==> src/rtl/toy_pkg.sv <==
// rtl/toy_pkg.sv - shared types and constants for the toy processor memory stage
package toy_pkg;

    localparam int DATA_W = 8;
    localparam logic [7:0] IO_ADDR_DEFAULT = 8'hFF;

    typedef enum logic [1:0] {
        IDLE = 2'd0,
        ADDR = 2'd1,
        XFER = 2'd2,
        DONE = 2'd3
    } state_t;

endpackage

==> src/rtl/toy_ram_sp.sv <==
// rtl/toy_ram_sp.sv - single-port synchronous RAM, registered read, no reset
module toy_ram_sp
    import toy_pkg::*;
#(
    parameter int ADDR_W = 8
) (
    input  logic              CLK,
    input  logic              WE,
    input  logic [ADDR_W-1:0] ADDR,
    input  logic [DATA_W-1:0] WDATA,
    output logic [DATA_W-1:0] RDATA
);

    logic [DATA_W-1:0] mem [0:(1<<ADDR_W)-1];

    always_ff @(posedge CLK) begin
        if (WE) begin
            mem[ADDR] <= WDATA;
        end
        RDATA <= mem[ADDR];
    end

endmodule

==> src/rtl/toy_memory.sv <==
// rtl/toy_memory.sv - two-phase byte memory, I/O ports and side-band loader
module toy_memory
    import toy_pkg::*;
#(
    parameter int         ADDR_W  = 8,
    parameter logic [7:0] IO_ADDR = IO_ADDR_DEFAULT,
    parameter logic [7:0] OUT_RST = 8'h00
) (
    input  logic              CLK,
    input  logic              RESET_N,
    input  logic [DATA_W-1:0] D_OUT,
    input  logic              MEM_EN,
    input  logic              WRITE_EN,
    output logic [DATA_W-1:0] D_IN,
    output logic              READY,
    input  logic [DATA_W-1:0] IN_PORT,
    output logic [DATA_W-1:0] OUT_PORT,
    input  logic              LOAD_EN,
    input  logic [ADDR_W-1:0] LOAD_ADDR,
    input  logic [DATA_W-1:0] LOAD_DATA,
    output logic              LOAD_ACK
);

    state_t            state_q, state_d;
    logic [ADDR_W-1:0] mar_q, mar_d;
    logic [DATA_W-1:0] d_in_q, d_in_d;
    logic [DATA_W-1:0] out_q, out_d;
    logic              ready_q, ready_d;
    logic              ack_q, ack_d;
    logic              rd_pend_q, rd_pend_d;

    logic              ram_we;
    logic [ADDR_W-1:0] ram_addr;
    logic [DATA_W-1:0] ram_wdata;
    logic [DATA_W-1:0] ram_rdata;

    logic mar_is_io;
    logic load_go;

    assign mar_is_io = (mar_q == IO_ADDR[ADDR_W-1:0]);
    // The loader only owns the RAM port while the processor is fully idle.
    assign load_go   = (state_q == IDLE) && !MEM_EN && LOAD_EN;

    always_comb begin
        state_d   = state_q;
        mar_d     = mar_q;
        d_in_d    = d_in_q;
        out_d     = out_q;
        ready_d   = ready_q;
        ack_d     = load_go;
        rd_pend_d = 1'b0;
        ram_we    = 1'b0;
        ram_addr  = mar_q;
        ram_wdata = D_OUT;

        case (state_q)
            IDLE: begin
                if (MEM_EN) begin
                    mar_d   = D_OUT[ADDR_W-1:0];
                    state_d = ADDR;
                end else if (LOAD_EN) begin
                    ram_we    = 1'b1;
                    ram_addr  = LOAD_ADDR;
                    ram_wdata = LOAD_DATA;
                end
            end
            ADDR: begin
                if (!MEM_EN) begin
                    state_d = IDLE;
                end else begin
                    state_d = XFER;
                    if (WRITE_EN) begin
                        if (mar_is_io) begin
                            out_d = D_OUT;
                        end else begin
                            ram_we = 1'b1;
                        end
                    end else if (mar_is_io) begin
                        d_in_d = IN_PORT;
                    end else begin
                        // RAM read data arrives one edge later; capture it in XFER.
                        rd_pend_d = 1'b1;
                    end
                end
            end
            XFER: begin
                ready_d = 1'b1;
                state_d = DONE;
                if (rd_pend_q) begin
                    d_in_d = ram_rdata;
                end
            end
            DONE: begin
                if (!MEM_EN) begin
                    ready_d = 1'b0;
                    state_d = IDLE;
                end
            end
            default: begin
                ready_d = 1'b0;
                state_d = IDLE;
            end
        endcase
    end

    always_ff @(posedge CLK or negedge RESET_N) begin
        if (!RESET_N) begin
            state_q   <= IDLE;
            mar_q     <= '0;
            d_in_q    <= '0;
            out_q     <= OUT_RST;
            ready_q   <= 1'b0;
            ack_q     <= 1'b0;
            rd_pend_q <= 1'b0;
        end else begin
            state_q   <= state_d;
            mar_q     <= mar_d;
            d_in_q    <= d_in_d;
            out_q     <= out_d;
            ready_q   <= ready_d;
            ack_q     <= ack_d;
            rd_pend_q <= rd_pend_d;
        end
    end

    toy_ram_sp #(
        .ADDR_W(ADDR_W)
    ) u_ram (
        .CLK  (CLK),
        .WE   (ram_we),
        .ADDR (ram_addr),
        .WDATA(ram_wdata),
        .RDATA(ram_rdata)
    );

    assign D_IN     = d_in_q;
    assign READY    = ready_q;
    assign OUT_PORT = out_q;
    assign LOAD_ACK = ack_q;

endmodule

==> config.mk <==
export PLATFORM = sky130hd
export DESIGN_NAME = toy_memory
export DESIGN_NICKNAME = d
export VERILOG_FILES = /design/src/rtl/toy_pkg.sv /design/src/rtl/toy_ram_sp.sv /design/src/rtl/toy_memory.sv
export SDC_FILE = /design/constraint.sdc
export NUM_CORES = 2
export LEC_CHECK = 0
export ABC_AREA = 1
export CELL_PAD_IN_SITES_DETAIL_PLACEMENT = 0
export CELL_PAD_IN_SITES_GLOBAL_PLACEMENT = 1
export CORE_ASPECT_RATIO = 1.75
export CORE_UTILIZATION = 35
export DETAILED_ROUTE_END_ITERATION = 8
export HOLD_SLACK_MARGIN = 0.03
export MAX_ROUTING_LAYER = met4
export PLACE_DENSITY = 0.7
export SLEW_MARGIN = 40
export SYNTH_ARGS = -nofsm -noshare
export SYNTH_HDL_FRONTEND = slang
export SYNTH_SLANG_ARGS = --single-unit
export TNS_END_PERCENT = 20
==> constraint.sdc <==
create_clock -name CLK -period 38.3 [get_ports CLK]
set_clock_uncertainty 0.1 [all_clocks]
set_input_delay 7.66 -clock CLK [delete_from_list [all_inputs] [get_ports CLK]]
set_output_delay 7.66 -clock CLK [all_outputs]
set_load 0.05 [all_outputs]
==> run metrics <==
r2r setup slk 32480 ps; largest net degree at the start of global routing 169; syn_area_per_cell between 10 and 15 µm²; Pre-antenna DRT Iters 7; Finish-stage setup viols 0; Core ar. 0.246 mm²; critical path depth 19; Post-Syn Nets roughly 8300; Routed Antenna Nets 0; Synth cell types 26; Worst R2R Path Depth 20; width of the die 378 µm; Final Util around two fifths; synthesized instance count 8307; RSZ-0062 raised after global routing no; Max stage delay cell, worst path buf_4; CP Capture Point u_ram.RDATA[4]$_DFF_P_; Synth Area in Compound Gates less than 1%; CP Launch Point MEM_EN; PnR worst setup slack 25670 ps; first-pass GRT wire length 391 mm; Syn Std Cell Area between 0.08 and 0.09 mm²; Die ar. 0.250 mm²; Port Buffers between 50 and 60; leakage around 0.038 µW; max_cap viols 0; Initial DRC Count 4857; TritonCTS Buffers between 150 and 200; hold buffers post-CTS 0; Die Y 660 µm; grt total ovfl 0; DR vias/cell between 4 and 5; critical path's top delay family simple AND/OR/NAND/NOR gates; depth of the CTS H-tree 4; relative slew slack 41.2%; Global Route Usage Sum 22.0%; Clock transition at path regs ~70 ps; nets approximately 8300; Worst Path Buf+Inv 4; Peak VDD IR 0.0670 mV; CP required 38950 ps; Arr. time, crit path 13280 ps; TritonCTS clock tree yes; fin crit period 12630 ps; Area Overhead vs Synth 11.8%; CTS sink cnt approximately 2100; Setup Crit Path Kind in -> reg; startpoint type of the worst setup path input port; FF+latch count, synth 2085; P per Cell Area 72.0 mW/mm²; RePlAce Congestion 0.863; TNS Setup 0 ps; synth top area cells edfxtp_1 71%, nand2_1 21%, nor2_1 2.0%; vias in the first global route 57317; root buffer cell clkbuf_16; placed cells 11326; Yosys Warn Count 0; maximum fanout along the worst path 100; final std cells w/o fill approximately 12000; Synth area leader edfxtp_1; cell mode on critical path nand2_1; final hold vios 0; worst hold path depth 2; critical path capture point type flip-flop; reg2reg end u_ram.RDATA[4]$_DFF_P_; Final HPWL DP 158 mm; row count 241; Synth Area in Adders 0%; Final Max Tran Viols 0; Routed WL per cell 23.2 µm; DR vias 58087; share of cells above drive strength 1 5.69%; crit path cell chain clkdlybuf4s50_1, nor2_2, nand3_2, nand2_8, buf_6, buf_4, buf_6, nand2_1, nand2_1, nand2_1, nand2_1, nand2_1, nand2_1, nor2_1, nor2_1, nor2_1, nand3_1, nor2_1, nand2_1; FMAX a little under 0.08 GHz; CP max stage delay 700 ps; Power, Total 6980 µW; DRC viols 0; main combinational cell family by area after synthesis simple AND/OR/NAND/NOR gates; Worst-Margin Slew 877 ps; top-area cell type share of the netlist area 70.9%; Detailed Route WL 270 mm; clock buffer depth 4; Tcrit/Tclk final 33.0%; post_cts resized 0; initial antenna violation count 4; pre-CTS setup slack 24580 ps; Clk Latency, worst-skew pair 830 ps; simple-gate area share of the yosys netlist around a quarter; Min-Delay Path Class reg -> reg; Seq/Total Area, Yosys between 70% and 80%; num ports 55; mux cell area share after synthesis 0%; setup repair bufs after CTS 0; outcome finished, final reports clean; Synth Area in XOR/XNOR 0%; Starting Density 35.2%
[worst min-delay path by stage]
stage	startpoint	endpoint	slack, ps
after floorplan	mar_q[2]$_DFFE_PN0P_	mar_q[2]$_DFFE_PN0P_	350
after global placement	READY$_DFFE_PN0P_	READY$_DFFE_PN0P_	350
after detailed placement	READY$_DFFE_PN0P_	READY$_DFFE_PN0P_	370
after CTS	READY$_DFFE_PN0P_	READY$_DFFE_PN0P_	380
after global routing	READY$_DFFE_PN0P_	READY$_DFFE_PN0P_	410
final	OUT_PORT[1]$_DFFE_PN0P_	OUT_PORT[1]$_DFFE_PN0P_	380
[placed cells by master, fill, tap and decap left out, types with 21 or more instances in the layout]
master	synthesis	routed
clkbuf_16	0	183
edfxtp_1	2048	2048
dfrtp_1	29	29
o21ai_1	32	37
nor2_1	473	409
nand3_1	296	282
inv_1	38	36
o21ai_0	76	62
clkbuf_1	166	39
clkdlybuf4s50_1	0	54
clkinv_2	0	23
buf_12	0	21
nand2_1	4802	4795
nor2_2	5	61
buf_4	4	75
clkinv_1	0	39
[synth_stat cells, drive strengths merged]
| cell | number |
|---|---|
| nor4 | 2 |
| a31oi | 8 |
| a21oi | 19 |
| o21ai | 109 |
| dfrtp | 29 |
| nor3 | 4 |
| nor2 | 480 |
| edfxtp | 2048 |
| a22oi | 1 |
| nand3 | 296 |
| nand2 | 4807 |
| dfxtp | 8 |
| inv | 47 |
| buf | 269 |
| clkbuf | 166 |
| nand4 | 14 |
[worst min-delay path, delay by kind of cell (launching register included)]
kind,cells,cell delay [ps]
AOI/OAI and AO/OA,1,60
and+or+nand+nor,1,50
DFF,1,340
[sequential cells by signal (all words and copies together), names as in the netlist, named ones only]
name and cells:
u_ram.mem 2048, D_IN 8, OUT_PORT 8, mar_q 8, u_ram.RDATA 8, LOAD_ACK 1, READY 1, rd_pend_q 1
state_q 1
[cell type report]
type / count / area [µm²]
Clock inverter: 87 / 787
Fill cell: 23879 / 149000
Timing Repair Buffer: 176 / 1970
Multi-Input combinational cell: 5740 / 22700
Sequential cell: 2085 / 62400
Tap cell: 3280 / 4100
Inverter: 47 / 176
Antenna cell: 4 / 10.0
Clock buffer: 224 / 4750
[through the flow]
step | area (µm²) | hold WS, ps
2_1_floorplan | 86700 | 353
3_3_place_gp | 90700 | 354
3_5_place_dp | 91200 | 368
4_1_cts | 96700 | 384
5_1_grt | 96900 | 410
6_report | 96900 | 383
[report_power, final]
part           switching, µW  internal [µW]  leakage, µW
clock                    822            979      0.00269
sequential              17.3           2610       0.0188
combinational           1970            583       0.0160
total                   2810           4170       0.0376
[per-layer routing]
layer  routed length [µm]  global-route usage (%)
met5                    0                       -
met4                16000                    11.7
met3                13800                    2.21
met2               140000                    38.7
met1                99500                    24.3
[cell families after synthesis]
family / Yosys count
buf+inv: 482
simple gates: 5603
flops: 2085
compound gates: 137
No activity file was read; power rests on OpenSTA's default activity.
